`config.mk`:
```
export PLATFORM = sky130hd
export DESIGN_NAME = dmem_port_arbiter
export DESIGN_NICKNAME = d
export VERILOG_FILES = /design/src/rtl/dmem_port_arbiter.sv
export SDC_FILE = /design/constraint.sdc
export NUM_CORES = 1
export LEC_CHECK = 0
export CAP_MARGIN = 20
export CORE_AREA = 2 2 116 118
export DETAILED_ROUTE_END_ITERATION = 16
export DIE_AREA = 0 0 118 120
export PLACE_DENSITY_LB_ADDON = 0.15
export SYNTH_ARGS = -nofsm -noshare
export SYNTH_HDL_FRONTEND = slang
export SYNTH_SLANG_ARGS = --single-unit
```
`constraint.sdc`:
```
create_clock -name clk -period 6.2 [get_ports clk]
set_input_delay 1.86 -clock clk [delete_from_list [all_inputs] [get_ports clk]]
set_output_delay 1.86 -clock clk [all_outputs]
set_load 0.005 [all_outputs]
```
`src/rtl/dmem_port_arbiter.sv`:
```
// Round-robin arbiter sharing one combinational-read / synchronous-write data memory
// between the core load/store port (0) and a loader/debug port (1), with bounded locking.
module dmem_port_arbiter #(
    parameter int unsigned ADDR_W   = 32,
    parameter int unsigned DATA_W   = 32,
    parameter int unsigned MAX_LOCK = 4
) (
    input  logic              clk,
    input  logic              rst,
    input  logic              req0,
    input  logic              req1,
    input  logic              lock0,
    input  logic              lock1,
    input  logic              we0,
    input  logic              we1,
    input  logic [ADDR_W-1:0] addr0,
    input  logic [ADDR_W-1:0] addr1,
    input  logic [DATA_W-1:0] wdata0,
    input  logic [DATA_W-1:0] wdata1,
    output logic              gnt0,
    output logic              gnt1,
    output logic              rvalid0,
    output logic              rvalid1,
    output logic [DATA_W-1:0] rdata0,
    output logic [DATA_W-1:0] rdata1,
    output logic              mem_we,
    output logic [ADDR_W-1:0] mem_a,
    output logic [DATA_W-1:0] mem_wd,
    input  logic [DATA_W-1:0] mem_rd
);

    localparam int unsigned CNT_W = $clog2(MAX_LOCK + 1);

    typedef enum logic [1:0] {
        IDLE  = 2'd0,
        LOCK0 = 2'd1,
        LOCK1 = 2'd2
    } state_t;

    state_t             state_q, state_d;
    logic               rr_ptr_q, rr_ptr_d;
    logic [CNT_W-1:0]   lock_cnt_q, lock_cnt_d;
    logic               rvalid0_q, rvalid0_d;
    logic               rvalid1_q, rvalid1_d;
    logic [DATA_W-1:0]  rdata0_q, rdata0_d;
    logic [DATA_W-1:0]  rdata1_q, rdata1_d;

    logic own0;
    logic own1;
    logic win0;
    logic win1;
    logic win_lock;
    logic rd0;
    logic rd1;

    // A lock only holds while its owner keeps requesting; otherwise fall back to normal arbitration.
    always_comb begin
        own0 = (state_q == LOCK0) && req0;
        own1 = (state_q == LOCK1) && req1;
        win0 = 1'b0;
        win1 = 1'b0;
        if (own0) begin
            win0 = 1'b1;
        end else if (own1) begin
            win1 = 1'b1;
        end else if (req0 && req1) begin
            if (rr_ptr_q) begin
                win1 = 1'b1;
            end else begin
                win0 = 1'b1;
            end
        end else if (req0) begin
            win0 = 1'b1;
        end else if (req1) begin
            win1 = 1'b1;
        end
        win_lock = win1 ? lock1 : lock0;
    end

    always_comb begin
        gnt0   = win0 & rst;
        gnt1   = win1 & rst;
        mem_a  = win1 ? addr1 : addr0;
        mem_wd = win1 ? wdata1 : wdata0;
        mem_we = (gnt0 & we0) | (gnt1 & we1);
        rd0    = gnt0 & ~we0;
        rd1    = gnt1 & ~we1;
    end

    always_comb begin
        state_d    = state_q;
        rr_ptr_d   = rr_ptr_q;
        lock_cnt_d = lock_cnt_q;
        if (own0 || own1) begin
            if (win_lock && (lock_cnt_q < CNT_W'(MAX_LOCK - 1))) begin
                lock_cnt_d = lock_cnt_q + CNT_W'(1);
            end else begin
                state_d    = IDLE;
                lock_cnt_d = '0;
                rr_ptr_d   = own0;
            end
        end else if (win0 || win1) begin
            if (win_lock) begin
                state_d    = win0 ? LOCK0 : LOCK1;
                lock_cnt_d = CNT_W'(1);
            end else begin
                state_d    = IDLE;
                lock_cnt_d = '0;
                rr_ptr_d   = win0;
            end
        end else begin
            state_d    = IDLE;
            lock_cnt_d = '0;
        end
    end

    always_comb begin
        rvalid0_d = rd0;
        rvalid1_d = rd1;
        rdata0_d  = rd0 ? mem_rd : rdata0_q;
        rdata1_d  = rd1 ? mem_rd : rdata1_q;
    end

    always_ff @(posedge clk or negedge rst) begin
        if (!rst) begin
            state_q    <= IDLE;
            rr_ptr_q   <= 1'b0;
            lock_cnt_q <= '0;
            rvalid0_q  <= 1'b0;
            rvalid1_q  <= 1'b0;
            rdata0_q   <= '0;
            rdata1_q   <= '0;
        end else begin
            state_q    <= state_d;
            rr_ptr_q   <= rr_ptr_d;
            lock_cnt_q <= lock_cnt_d;
            rvalid0_q  <= rvalid0_d;
            rvalid1_q  <= rvalid1_d;
            rdata0_q   <= rdata0_d;
            rdata1_q   <= rdata1_d;
        end
    end

    assign rvalid0 = rvalid0_q;
    assign rvalid1 = rvalid1_q;
    assign rdata0  = rdata0_q;
    assign rdata1  = rdata1_q;

endmodule
```
==> metrics.md <==
| Metric | Value |
|---|---|
| Status | `complete, no violations` |
| Post-Place Worst Slack | `roughly 0.28 ns` |
| Die area | `about 14000 sq um` |
| Post-synth ARST share | `1.00` |
| Clock transition at path regs | `0.06 ns` |
| Io pins | `about 300` |
| Max clock buf depth | `2` |
| Avg Cell Area, Syn | `about 15 sq um` |
| Slew Limit Fails | `0` |
| # diodes | `0` |
| Net count, final | `721` |
| R2r setup slk | `between 4 and 5 ns` |
| Core area | `around 13000 sq um` |
| DR vias | `between 3k and 4k` |
| WL/cell | `roughly 19 microns` |
| CP Launch Type | `primary input` |
| Dpl hpwl | `between 10000 and 15000 microns` |
| TritonCTS clock tree | `built` |
| Share of cells above drive strength 1 | `0.278` |
| Aggregate global-route resource usage | `0.190` |
| Crit share post-route | `0.955` |
| Worst-Margin Slew | `approximately 0.9 ns` |
| Flops & latches, synth | `72` |
| Num rows | `42` |
| First drt pass iteration count | `4` |
| Die Ht | `about 120 microns` |
| Min Hold Slack | `just over 0.5 ns` |
| Critical setup path kind | `primary input to output port` |
| Count of final hold-check violations | `0` |
| Post-Syn Instances | `about 250` |
| Syn nets | `roughly 420` |
| Slack of the critical path | `approximately 0.28 ns` |
| Initial antenna violation count | `3` |
| Post-synth EDFFs | `0` |
| Seq/Total Area, Yosys | `0.500` |
| Top_reg_cell synth | `dfrtp_1` |
| Kind of end point of the critical path | `output port` |
| Post-cts hold buffer count | `0` |
| Number of synthesis warnings | `0` |
| IO Port Bufs | `300` |
| Final setup fails | `0` |
| Worst slew margin | `0.395` |
| Detailed-route wire length | `13700 microns` |
| Layout area overhead | `98.2%` |
| Clock Sinks | `between 70 and 80` |
| Final Skew | `0.00803 ns` |
| Post-Syn Area | `~3600 sq um` |
| Die Wd | `around 120 microns` |
| F_max | `about 0.17 GHz` |
| ANT nets after route | `0` |
| Total Power | `2.00 mW` |
| Starting Density | `0.277` |
| Postcts setup bufs | `0` |
| Netlist cell types | `28` |
| Pin count of the biggest net entering global routing | `73` |
| DRC | `0` |
| Minimum clock period after layout | `5.92 ns` |
| H-tree depth | `3` |
| Global route overflow | `0` |
| Gp weighted congestion | `around 1` |
| Filler cells | `1115` |
| Vias in the first global route | `between 3k and 4k` |
| Critical Path AT | `slightly above 4 ns` |
| Power Density | `~280 nW/um^2` |
| DR vias/cell | `4.45` |
| Final TNS setup | `0 ns` |
| CTS root buf | `clkbuf_16` |
| PostCTS Resize Cnt | `0` |
| Global-route wire length before repair | `between 20000 and 25000 microns` |
| Max FO, Critical Path | `30` |
| VDD IR-drop max | `0.000191 V` |
| RSZ-0062 raised after global routing | `false` |
| Leading cell type in the layout, fill and taps excluded | `clkdlybuf4s50_1` |
| Clock Latency Late Sink | `roughly 0.33 ns` |
| DR iter-0 viols | `79` |
| Maxcap violations | `0` |
| Worst EP required | `4.34 ns` |
| Worst hold path type | `register to register` |
| Commonest cells after routing, fill and taps aside | `clkdlybuf4s50_1, mux2_2, dfrtp_1` |
| CTS Buf Count | `9` |
| Lkg Pwr | `approximately 2.8 nW` |
[flip-flops by register name, summed over array words and instances, names as in the netlist]
register and flops:
lock_cnt_q 3, rdata0 32, rdata1 32, rr_ptr_q 1, rvalid0 1, rvalid1 1
state_q 2
[cell usage after synthesis (2+ instances only)]
cell type	n	area share
a21oi_1	4	0.0056
inv_1	5	0.0052
nor2_1	3	0.0031
buf_2	10	0.014
buf_6	3	0.0094
nand3b_1	2	0.0042
mux2_2	128	0.40
dfrtp_1	72	0.50
nor3b_1	2	0.0042
[worst max-delay path, cell delays in order]
cell and delay, ns:
clkdlybuf4s50_1 0.53, inv_1 0.14, o311ai_4 0.40, buf_12 0.26
mux2_2 0.39, clkdlybuf4s50_1 0.47
[metal layers]
metal / global-route usage / routed length [microns] / up-vias
li1: - / - / 1515
met1: 0.226 / 5670 / 1572
met2: 0.322 / 6670 / 158
met3: 0.0808 / 1220 / 13
met4: 0.0369 / 129 / 6
met5: 0 / 35 / -
[power breakdown]
part	internal (mW)	leakage, nW	total, mW	switching (mW)
Combinational	0.546	1.81	0.776	0.230
Sequential	0.599	0.866	0.666	0.0672
Clock	0.354	0.157	0.556	0.201
Total	1.50	2.83	2.00	0.498
[kinds of logic (layout without fill, tap and decap cells)]
kind of cell / count (synthesis) / after routing / share of synthesized area
AOI/OAI and AO/OA: 13 / 13 / 0.0365
and+or+nand+nor: 12 / 12 / 0.0208
DFF: 72 / 72 / 0.500
buffers and inverters: 19 / 328 / 0.0295
muxes: 130 / 130 / 0.406
adders and majority gates: 2 / 2 / 0.00660
[worst paths after layout]
| check | from | end | cells past startpoint |
|---|---|---|---|
| worst max-delay path | req0 | mem_a[2] | 6 |
| worst min-delay path | rdata0[31] | rdata0[31] | 1 |
| worst max register to register | state_q[1] | rdata1[12] | 6 |
| worst min register to register | rdata0[31] | rdata0[31] | 1 |
| max in group asynchronous | rst | rdata0[17] | 2 |
| min in group asynchronous | rst | rdata1[2] | 2 |
[per-stage QoR]
step	instance area, sq um	instances	utilization
after floorplan	3600	248	-
after global placement	6820	717	0.525
after detailed placement	6820	717	0.525
after CTS	7140	733	0.550
after global routing	7140	733	0.550
final	7140	733	0.550
[cell type report]
cell class	count	area [sq um]	area share
Sequential cell	72	1800	0.252
Clock buffer	10	229	0.0321
Clock inverter	6	91.3	0.0128
Inverter	5	18.8	0.00263
Multi-Input combinational cell	157	1700	0.238
Tap cell	176	220	0.0309
Timing Repair Buffer	307	3080	0.431
Note: power is estimated with default switching activity, not from simulation.
